===== config.mk =====
export PLATFORM = sky130hd
export DESIGN_NAME = vga_timing_gen
export DESIGN_NICKNAME = d
export VERILOG_FILES = /design/src/rtl/vga_timing_pkg.sv /design/src/rtl/vga_scan_cnt.sv /design/src/rtl/vga_timing_gen.sv
export SDC_FILE = /design/constraint.sdc
export NUM_CORES = 1
export LEC_CHECK = 0
export CELL_PAD_IN_SITES_DETAIL_PLACEMENT = 0
export CELL_PAD_IN_SITES_GLOBAL_PLACEMENT = 2
export CORE_MARGIN = 3
export CORE_UTILIZATION = 37
export CTS_CLUSTER_DIAMETER = 40
export DETAILED_ROUTE_END_ITERATION = 10
export PLACE_DENSITY_LB_ADDON = 0.15
export SLEW_MARGIN = 20
export SYNTH_ARGS = -nofsm -noshare
export SYNTH_HDL_FRONTEND = slang
export SYNTH_HIERARCHICAL = 1
export SYNTH_SLANG_ARGS = --single-unit

===== constraint.sdc =====
create_clock -name clk -period 6.9 [get_ports clk]
set_input_delay 1.38 -clock clk [delete_from_list [all_inputs] [get_ports clk]]
set_output_delay 1.38 -clock clk [all_outputs]
set_load 0.02 [all_outputs]

===== src/rtl/vga_timing_pkg.sv =====
// Shared constants for the VGA timing stage: default 640x480@60 timing,
// counter widths and the RGB565 colours used by the colour-bar generator.
package vga_timing_pkg;

  localparam int H_ACTIVE_DEF = 640;
  localparam int H_FP_DEF     = 16;
  localparam int H_SYNC_DEF   = 96;
  localparam int H_BP_DEF     = 48;
  localparam int V_ACTIVE_DEF = 480;
  localparam int V_FP_DEF     = 10;
  localparam int V_SYNC_DEF   = 2;
  localparam int V_BP_DEF     = 33;

  localparam int H_TOTAL_DEF = H_ACTIVE_DEF + H_FP_DEF + H_SYNC_DEF + H_BP_DEF;
  localparam int V_TOTAL_DEF = V_ACTIVE_DEF + V_FP_DEF + V_SYNC_DEF + V_BP_DEF;

  localparam int HCNT_W = 11;
  localparam int VCNT_W = 10;

  localparam logic [15:0] RGB_WHITE   = 16'hFFFF;
  localparam logic [15:0] RGB_YELLOW  = 16'hFFE0;
  localparam logic [15:0] RGB_CYAN    = 16'h07FF;
  localparam logic [15:0] RGB_GREEN   = 16'h07E0;
  localparam logic [15:0] RGB_MAGENTA = 16'hF81F;
  localparam logic [15:0] RGB_RED     = 16'hF800;
  localparam logic [15:0] RGB_BLUE    = 16'h001F;
  localparam logic [15:0] RGB_BLACK   = 16'h0000;

  // Colour of bar idx, left (0) to right (7).
  function automatic logic [15:0] bar_colour(input logic [2:0] idx);
    logic [15:0] c;
    case (idx)
      3'd0:    c = RGB_WHITE;
      3'd1:    c = RGB_YELLOW;
      3'd2:    c = RGB_CYAN;
      3'd3:    c = RGB_GREEN;
      3'd4:    c = RGB_MAGENTA;
      3'd5:    c = RGB_RED;
      3'd6:    c = RGB_BLUE;
      default: c = RGB_BLACK;
    endcase
    return c;
  endfunction

endpackage


===== src/rtl/vga_scan_cnt.sv =====
// Horizontal/vertical scan counters; v_cnt advances on each h_cnt wrap.
module vga_scan_cnt
  import vga_timing_pkg::*;
#(
  parameter int H_TOTAL = H_TOTAL_DEF,
  parameter int V_TOTAL = V_TOTAL_DEF
) (
  input  logic              clk,
  input  logic              rst,
  output logic [HCNT_W-1:0] h_cnt,
  output logic [VCNT_W-1:0] v_cnt,
  output logic              line_wrap
);

  logic [HCNT_W-1:0] h_cnt_q, h_cnt_d;
  logic [VCNT_W-1:0] v_cnt_q, v_cnt_d;

  assign line_wrap = (h_cnt_q == HCNT_W'(H_TOTAL - 1));
  assign h_cnt     = h_cnt_q;
  assign v_cnt     = v_cnt_q;

  always_comb begin
    h_cnt_d = h_cnt_q + HCNT_W'(1);
    v_cnt_d = v_cnt_q;
    if (line_wrap) begin
      h_cnt_d = '0;
      v_cnt_d = (v_cnt_q == VCNT_W'(V_TOTAL - 1)) ? '0 : v_cnt_q + VCNT_W'(1);
    end
  end

  always_ff @(posedge clk or posedge rst) begin
    if (rst) begin
      h_cnt_q <= '0;
      v_cnt_q <= '0;
    end else begin
      h_cnt_q <= h_cnt_d;
      v_cnt_q <= v_cnt_d;
    end
  end

endmodule


===== src/rtl/vga_timing_gen.sv =====
// VGA timing and pixel-output stage: scan decode, line-FIFO pop, 2-stage output
// pipeline and underflow counter. Define VGA_TEST_PATTERN_EN for colour bars.
module vga_timing_gen
  import vga_timing_pkg::*;
#(
  parameter int   H_ACTIVE = H_ACTIVE_DEF,
  parameter int   H_FP     = H_FP_DEF,
  parameter int   H_SYNC   = H_SYNC_DEF,
  parameter int   H_BP     = H_BP_DEF,
  parameter int   V_ACTIVE = V_ACTIVE_DEF,
  parameter int   V_FP     = V_FP_DEF,
  parameter int   V_SYNC   = V_SYNC_DEF,
  parameter int   V_BP     = V_BP_DEF,
  parameter logic SYNC_POL = 1'b0,
  parameter int   PIX_W    = 16
) (
  input  logic              clk,
  input  logic              rst,
  output logic              fifo_rd_en,
  input  logic [PIX_W-1:0]  fifo_rd_data,
  input  logic              fifo_empty,
`ifdef VGA_TEST_PATTERN_EN
  input  logic              pattern_sel,
`endif
  output logic              vga_hs,
  output logic              vga_vs,
  output logic              vga_de,
  output logic [PIX_W-1:0]  vga_rgb,
  output logic [HCNT_W-1:0] pix_x,
  output logic [VCNT_W-1:0] pix_y,
  output logic              frame_start,
  output logic [15:0]       underflow_cnt
);

  localparam int H_TOTAL = H_ACTIVE + H_FP + H_SYNC + H_BP;
  localparam int V_TOTAL = V_ACTIVE + V_FP + V_SYNC + V_BP;
  localparam int HS_BEG  = H_ACTIVE + H_FP;
  localparam int HS_END  = HS_BEG + H_SYNC;
  localparam int VS_BEG  = V_ACTIVE + V_FP;
  localparam int VS_END  = VS_BEG + V_SYNC;
  localparam int BAR_W   = (H_ACTIVE / 8 > 0) ? H_ACTIVE / 8 : 1;

  logic [HCNT_W-1:0] h_cnt;
  logic [VCNT_W-1:0] v_cnt;
  logic              line_wrap;

  vga_scan_cnt #(
    .H_TOTAL(H_TOTAL),
    .V_TOTAL(V_TOTAL)
  ) u_scan (
    .clk      (clk),
    .rst      (rst),
    .h_cnt    (h_cnt),
    .v_cnt    (v_cnt),
    .line_wrap(line_wrap)
  );

  logic active0, hs0, vs0, pat0, uf0;
  // sof_q is high exactly while the counters sit at (0,0); reset lands there too.
  logic sof_q, sof_d;

`ifdef VGA_TEST_PATTERN_EN
  assign pat0 = pattern_sel;
`else
  assign pat0 = 1'b0;
`endif

  always_comb begin
    active0    = (h_cnt < HCNT_W'(H_ACTIVE)) && (v_cnt < VCNT_W'(V_ACTIVE));
    hs0        = ((h_cnt >= HCNT_W'(HS_BEG)) && (h_cnt < HCNT_W'(HS_END))) ? SYNC_POL : ~SYNC_POL;
    vs0        = ((v_cnt >= VCNT_W'(VS_BEG)) && (v_cnt < VCNT_W'(VS_END))) ? SYNC_POL : ~SYNC_POL;
    fifo_rd_en = active0 && !fifo_empty && !pat0 && !rst;
    uf0        = active0 && fifo_empty && !pat0;
    sof_d      = line_wrap && (v_cnt == VCNT_W'(V_TOTAL - 1));
  end

  // Stage 1
  logic              de1_q, de1_d, hs1_q, hs1_d, vs1_q, vs1_d;
  logic              rd_ok1_q, rd_ok1_d, uf1_q, uf1_d, fs1_q, fs1_d, pat1_q, pat1_d;
  logic [HCNT_W-1:0] x1_q, x1_d;
  logic [VCNT_W-1:0] y1_q, y1_d;

  always_comb begin
    de1_d    = active0;
    hs1_d    = hs0;
    vs1_d    = vs0;
    x1_d     = h_cnt;
    y1_d     = v_cnt;
    rd_ok1_d = fifo_rd_en;
    uf1_d    = uf0;
    fs1_d    = sof_q;
    pat1_d   = pat0;
  end

  // Stage 2 (pins); FIFO data arrives during stage 1, one cycle after the pop.
  logic              de_q, hs_q, vs_q, fs_q;
  logic [PIX_W-1:0]  rgb_q, rgb_d;
  logic [HCNT_W-1:0] x_q;
  logic [VCNT_W-1:0] y_q;
  logic [15:0]       ucnt_q, ucnt_d;
  logic [HCNT_W-1:0] bar_div;
  logic [2:0]        bar_idx;

  always_comb begin
    bar_div = x1_q / HCNT_W'(BAR_W);
    bar_idx = (bar_div > HCNT_W'(7)) ? 3'd7 : bar_div[2:0];
    rgb_d   = '0;
    if (de1_q && pat1_q)
      rgb_d = PIX_W'(bar_colour(bar_idx));
    else if (rd_ok1_q)
      rgb_d = fifo_rd_data;
    ucnt_d = ucnt_q;
    if (uf1_q && (ucnt_q != 16'hFFFF))
      ucnt_d = ucnt_q + 16'd1;
  end

  always_ff @(posedge clk or posedge rst) begin
    if (rst) begin
      sof_q    <= 1'b1;
      de1_q    <= 1'b0;
      hs1_q    <= ~SYNC_POL;
      vs1_q    <= ~SYNC_POL;
      x1_q     <= '0;
      y1_q     <= '0;
      rd_ok1_q <= 1'b0;
      uf1_q    <= 1'b0;
      fs1_q    <= 1'b0;
      pat1_q   <= 1'b0;
      de_q     <= 1'b0;
      hs_q     <= ~SYNC_POL;
      vs_q     <= ~SYNC_POL;
      fs_q     <= 1'b0;
      rgb_q    <= '0;
      x_q      <= '0;
      y_q      <= '0;
      ucnt_q   <= '0;
    end else begin
      sof_q    <= sof_d;
      de1_q    <= de1_d;
      hs1_q    <= hs1_d;
      vs1_q    <= vs1_d;
      x1_q     <= x1_d;
      y1_q     <= y1_d;
      rd_ok1_q <= rd_ok1_d;
      uf1_q    <= uf1_d;
      fs1_q    <= fs1_d;
      pat1_q   <= pat1_d;
      de_q     <= de1_q;
      hs_q     <= hs1_q;
      vs_q     <= vs1_q;
      fs_q     <= fs1_q;
      rgb_q    <= rgb_d;
      x_q      <= x1_q;
      y_q      <= y1_q;
      ucnt_q   <= ucnt_d;
    end
  end

  assign vga_de        = de_q;
  assign vga_hs        = hs_q;
  assign vga_vs        = vs_q;
  assign vga_rgb       = rgb_q;
  assign pix_x         = x_q;
  assign pix_y         = y_q;
  assign frame_start   = fs_q;
  assign underflow_cnt = ucnt_q;

endmodule


# Word-level counts from Yosys, hierarchy flattened
# Cells that the tools add are included.
classes:
  addsub: 3
  n_mul: 0
  div: 0
  n_lt_le_gt_ge: 6
  eq_ne: 3
  shift: 0
  n_mux: 5
  bitwise_logic: 0
  n_reduce_logical: 10
op_table:
  columns: ["op", "count"]
  rows:
  - ["less-than comparator 11 x 10 -> 1 bit (second input constant)", 2]
  - ["less-than comparator 10 x 9 -> 1 bit (second input constant)", 2]
  - ["adder 16 x 1 -> 16 bit (second input constant)", 1]
  - ["two-way mux 16 bit", 1]
  - ["inequality test 16 bit (second input constant)", 1]
  - ["adder 11 x 1 -> 11 bit (second input constant)", 1]
  - ["== test 11 x 10 -> 1 bit (second input constant)", 1]
  - ["greater-or-equal comparator 11 x 10 -> 1 bit (second input constant)", 1]
  - ["two-way mux 11 bit", 1]
  - ["adder 10 x 1 -> 10 bit (second input constant)", 1]
  - ["== test 10 bit (second input constant)", 1]
  - ["greater-or-equal comparator 10 x 9 -> 1 bit (second input constant)", 1]
  - ["two-way mux 10 bit", 1]
  - ["logical AND 1 bit", 8]
  - ["zero test 1 bit", 2]
  - ["two-way mux 1 bit", 2]
word_totals:
  reg_bits: 106
  latch_bits: 0
  ramBits: 0
  rom_bits: 0
  input_bits: 19
  output_inout_bits: 58
  elab_cells: 46
  memories: 0

# Longest topological paths before layout
logic_depth:
  depth_word: 4
  depth_mapped: 8
  ltp_nobuf: 6

# By module
# Netlist, hierarchy kept.
modules_own_cells:
  columns: ["mod", "n_inst", "cells_each", "area_per_inst_um2", "seq_area_each_um2"]
  rows:
  - ["vga_timing_gen", 1, 182, 2788.9, 2133.3]
  - ["vga_scan_cnt", 1, 101, 1046.0, 525.5]

# Worst setup path after synthesis
# No wires, ideal clock.
synth_timing:
  path_kind: "input-to-output"
  from: "input fifo_empty"
  to: "output fifo_rd_en"
  t_arrival_ps: 1948
  required_ps: 5520
  setup_slack_ps: 3572
  path_stages: 1
  path_buffers: 0
  cell_sequence: "nor3b_1"
synth_between:
  elab_chain_len: 3
synth_rtl:
  columns: ["element", "line", "rtl"]
  rows:
  - ["start, declared", "vga_timing_gen.sv:21", "input logic fifo_empty,"]
  - ["zero test 1 bit", "vga_timing_gen.sv:72", "fifo_rd_en = active0 && !fifo_empty && !pat0 && !rst;"]
  - ["logical AND 1 bit (2 in series)", "vga_timing_gen.sv:72", null]
  - ["end, declared", "vga_timing_gen.sv:19", "output logic fifo_rd_en,"]
# No other way between the ends.

# Worst setup path after layout
layout_timing:
  from: "input rst"
  to: "output fifo_rd_en"
layout_between:
  elab_chain_len: 2
layout_rtl:
  columns: ["element", "line", "rtl"]
  rows:
  - ["start, declared", "vga_timing_gen.sv:18", "input logic rst,"]
  - ["zero test 1 bit (no source line)", null, null]
  - ["logical AND 1 bit", "vga_timing_gen.sv:72", null]
# No other way between the ends.

==> results.json <==
{
  "synth_enable_flop_cells": 0,
  "grt_setup_unrepaired": "false",
  "start_util_pct": 38.7,
  "final_core_util_pct": 49.8,
  "area_delta_synth_final_pct": 28.8,
  "cp.arrival_ns": 2.76,
  "drive_gt1_share_pct": 11.8,
  "maxSlewHeadroom_pct": 43.1,
  "synth_nets": 306,
  "num_rows": 36,
  "cts.htree.levels": 3,
  "hold_path.class": "reg -> reg",
  "post_cts_buffers": 0,
  "postCtsHoldBufs": 0,
  "post-route-drc-count": 0,
  "tightest_slew_ns": 0.853,
  "grt_usage_pct": 13.5,
  "tritoncts": "built",
  "die_area_mm2": 0.0116,
  "status": "completed",
  "vdd_ir_drop_max_v": 0.000111,
  "via_per_inst": 4.71,
  "routedWlPerCell_um": 14.4,
  "grt_pass1_vias": 2467,
  "async_reset_ff_share_pct": 100,
  "ant_nets": 0,
  "fin_tns_setup_ns": 0,
  "regArea_mm2": 0.00266,
  "dp_hpwl_um": 5040,
  "cts_resized": 0,
  "fin_nets": 390,
  "nFillCells": 919,
  "finalCritPeriodShare_pct": 60.0,
  "vias": 2377,
  "die_h_um": 108,
  "cts_root_buffer": "clkbuf_8",
  "p_per_area_mw_per_mm2": 242,
  "multiInputGateArea_mm2": 0.00111,
  "clock_latency_ns": 0.36,
  "fmax_mhz": 242,
  "place.gp.congestion": 0.764,
  "yosys_warnings": 6,
  "io_buffers": 76,
  "end_kind": "primary output",
  "numCtsBuffers": 9,
  "postSynthCellCount": 283,
  "ys_types": 44,
  "cts_buffer_depth": 2,
  "leakagePower_uw": 0.00216,
  "core_area_mm2": 0.00991,
  "drtPass1Iterations": 6,
  "grt-ovfl-total": 0,
  "antenna_found_initial": 0,
  "clkSinkCount": 106,
  "report.final.slew_viol_count": 0,
  "setup-violations-final": 0,
  "cp-start-kind": "input port",
  "io_pins": 77,
  "critPathKind": "in -> out",
  "synth-seq-cells": 106,
  "yosys_most_used_dff": "dfrtp_1",
  "netlist_area_mm2": 0.00383,
  "grt_max_degree": 69,
  "diodes": 0,
  "period_minus_slack_ns": 4.14,
  "grt_first_pass_wirelength_um": 12200,
  "yosysSeqAreaShare_pct": 69.3,
  "dr.first_iter.drc_count": 79,
  "max-cap-violations": 0,
  "avgSynthCellArea_um2": 13.6,
  "worstPathRequired_ns": 5.52,
  "critPathMaxFanout": 3,
  "drt-total-wl_um": 7290,
  "clk_pin_slew_ns": 0.11,
  "hold_viol": 0,
  "die_w_um": 108,
  "finClkSkew_ns": 0.0160
}
-- metrics by stage --
stage	power, µW	std cells	area, µm²	setup slack (ns)	hold WS, ns
2_1_floorplan	770	283	3830	3.33	0.331
3_3_place_gp	849	489	4750	2.80	0.332
3_5_place_dp	850	489	4750	2.75	0.335
4_1_cts	1210	505	4940	2.75	0.353
5_1_grt	1260	505	4940	2.63	0.354
6_report	1200	505	4940	2.76	0.354
-- cells in the final DEF (no fill, tap or decap), drive strengths merged, types with 8 or more instances in the layout --
master         instances
inv                   13
clkbuf                11
nor2                  10
clkdlybuf4s50         76
xnor2                 14
nand2                 13
and2                  19
o21ai                  9
nand4                  8
nand3                 23
dfrtp                101
-- cell families after synthesis --
logic type | share of synthesized area [%]
AOI/OAI and AO/OA | 3.13
adders and majority gates | 1.31
and+or+nand+nor | 17.5
buffers and inverters | 1.63
DFF | 69.3
xor gates and xnor gates | 4.73
muxes | 2.38
-- final timing paths --
check	from	slack, ns	end	cells after the start
worst max-delay path	rst	2.76	fifo_rd_en	3
worst min-delay path	x1_q[5]$_DFF_PP0_	0.35	pix_x[5]$_DFF_PP0_	0
worst max register to register	u_scan/h_cnt[5]$_DFF_PP0_	4.45	u_scan/v_cnt[4]$_DFFE_PP0N_	5
worst min register to register	x1_q[5]$_DFF_PP0_	0.35	pix_x[5]$_DFF_PP0_	0
max in group asynchronous	rst	4.44	underflow_cnt[1]$_DFFE_PP0P_	3
min in group asynchronous	rst	1.33	rd_ok1_q$_DFF_PP0_	2
-- final cells by class --
class / count / area share, %
Clock inverter: 5 / 0.912
Clock buffer: 11 / 2.86
Multi-Input combinational cell: 161 / 22.5
Tap cell: 133 / 3.37
Timing Repair Buffer: 77 / 15.6
Sequential cell: 106 / 53.8
Inverter: 12 / 0.937
-- synthesized netlist by cell type, types with 6 or more instances --
| master | instances | area [µm²] |
|---|---|---|
| nand4_1 | 6 | 37.5 |
| dfrtp_1 | 101 | 2530 |
| nand3_1 | 23 | 115 |
| xnor2_1 | 12 | 105 |
| a21oi_1 | 6 | 30.0 |
| inv_1 | 12 | 45.0 |
| o21ai_0 | 9 | 45.0 |
| and2_1 | 18 | 113 |
| nor2_1 | 10 | 37.5 |
| nand2_1 | 12 | 45.0 |
-- layer usage --
layer  share of wire (%)  global-route usage (%)
met5                   0                       0
met4                 1.2                    5.41
met3                 3.8                    2.70
met2                  49                    21.9
met1                  46                    17.6
-- registers in the layout (all words and copies together), names as in the netlist, 10 cells and up --
name	cells
underflow_cnt	16
vga_rgb	16
pix_x	11
u_scan/h_cnt	11
x1_q	11
pix_y	10
u_scan/v_cnt	10
y1_q	10
-- power breakdown --
| part | switching (µW) | internal [µW] | total (µW) | leakage [µW] |
|---|---|---|---|---|
| sequential | 36.2 | 646 | 682 | 0.00138 |
| clock | 214 | 147 | 361 | 0.0000920 |
| combinational | 76.2 | 77.6 | 154 | 0.000685 |
| total | 327 | 870 | 1200 | 0.00216 |
-- critical path: stages --
cell,delay (ns)
clkdlybuf4s50_1,0.45
nor3b_1,0.27
clkdlybuf4s50_1,0.65
(Power assumes the default switching activity.)
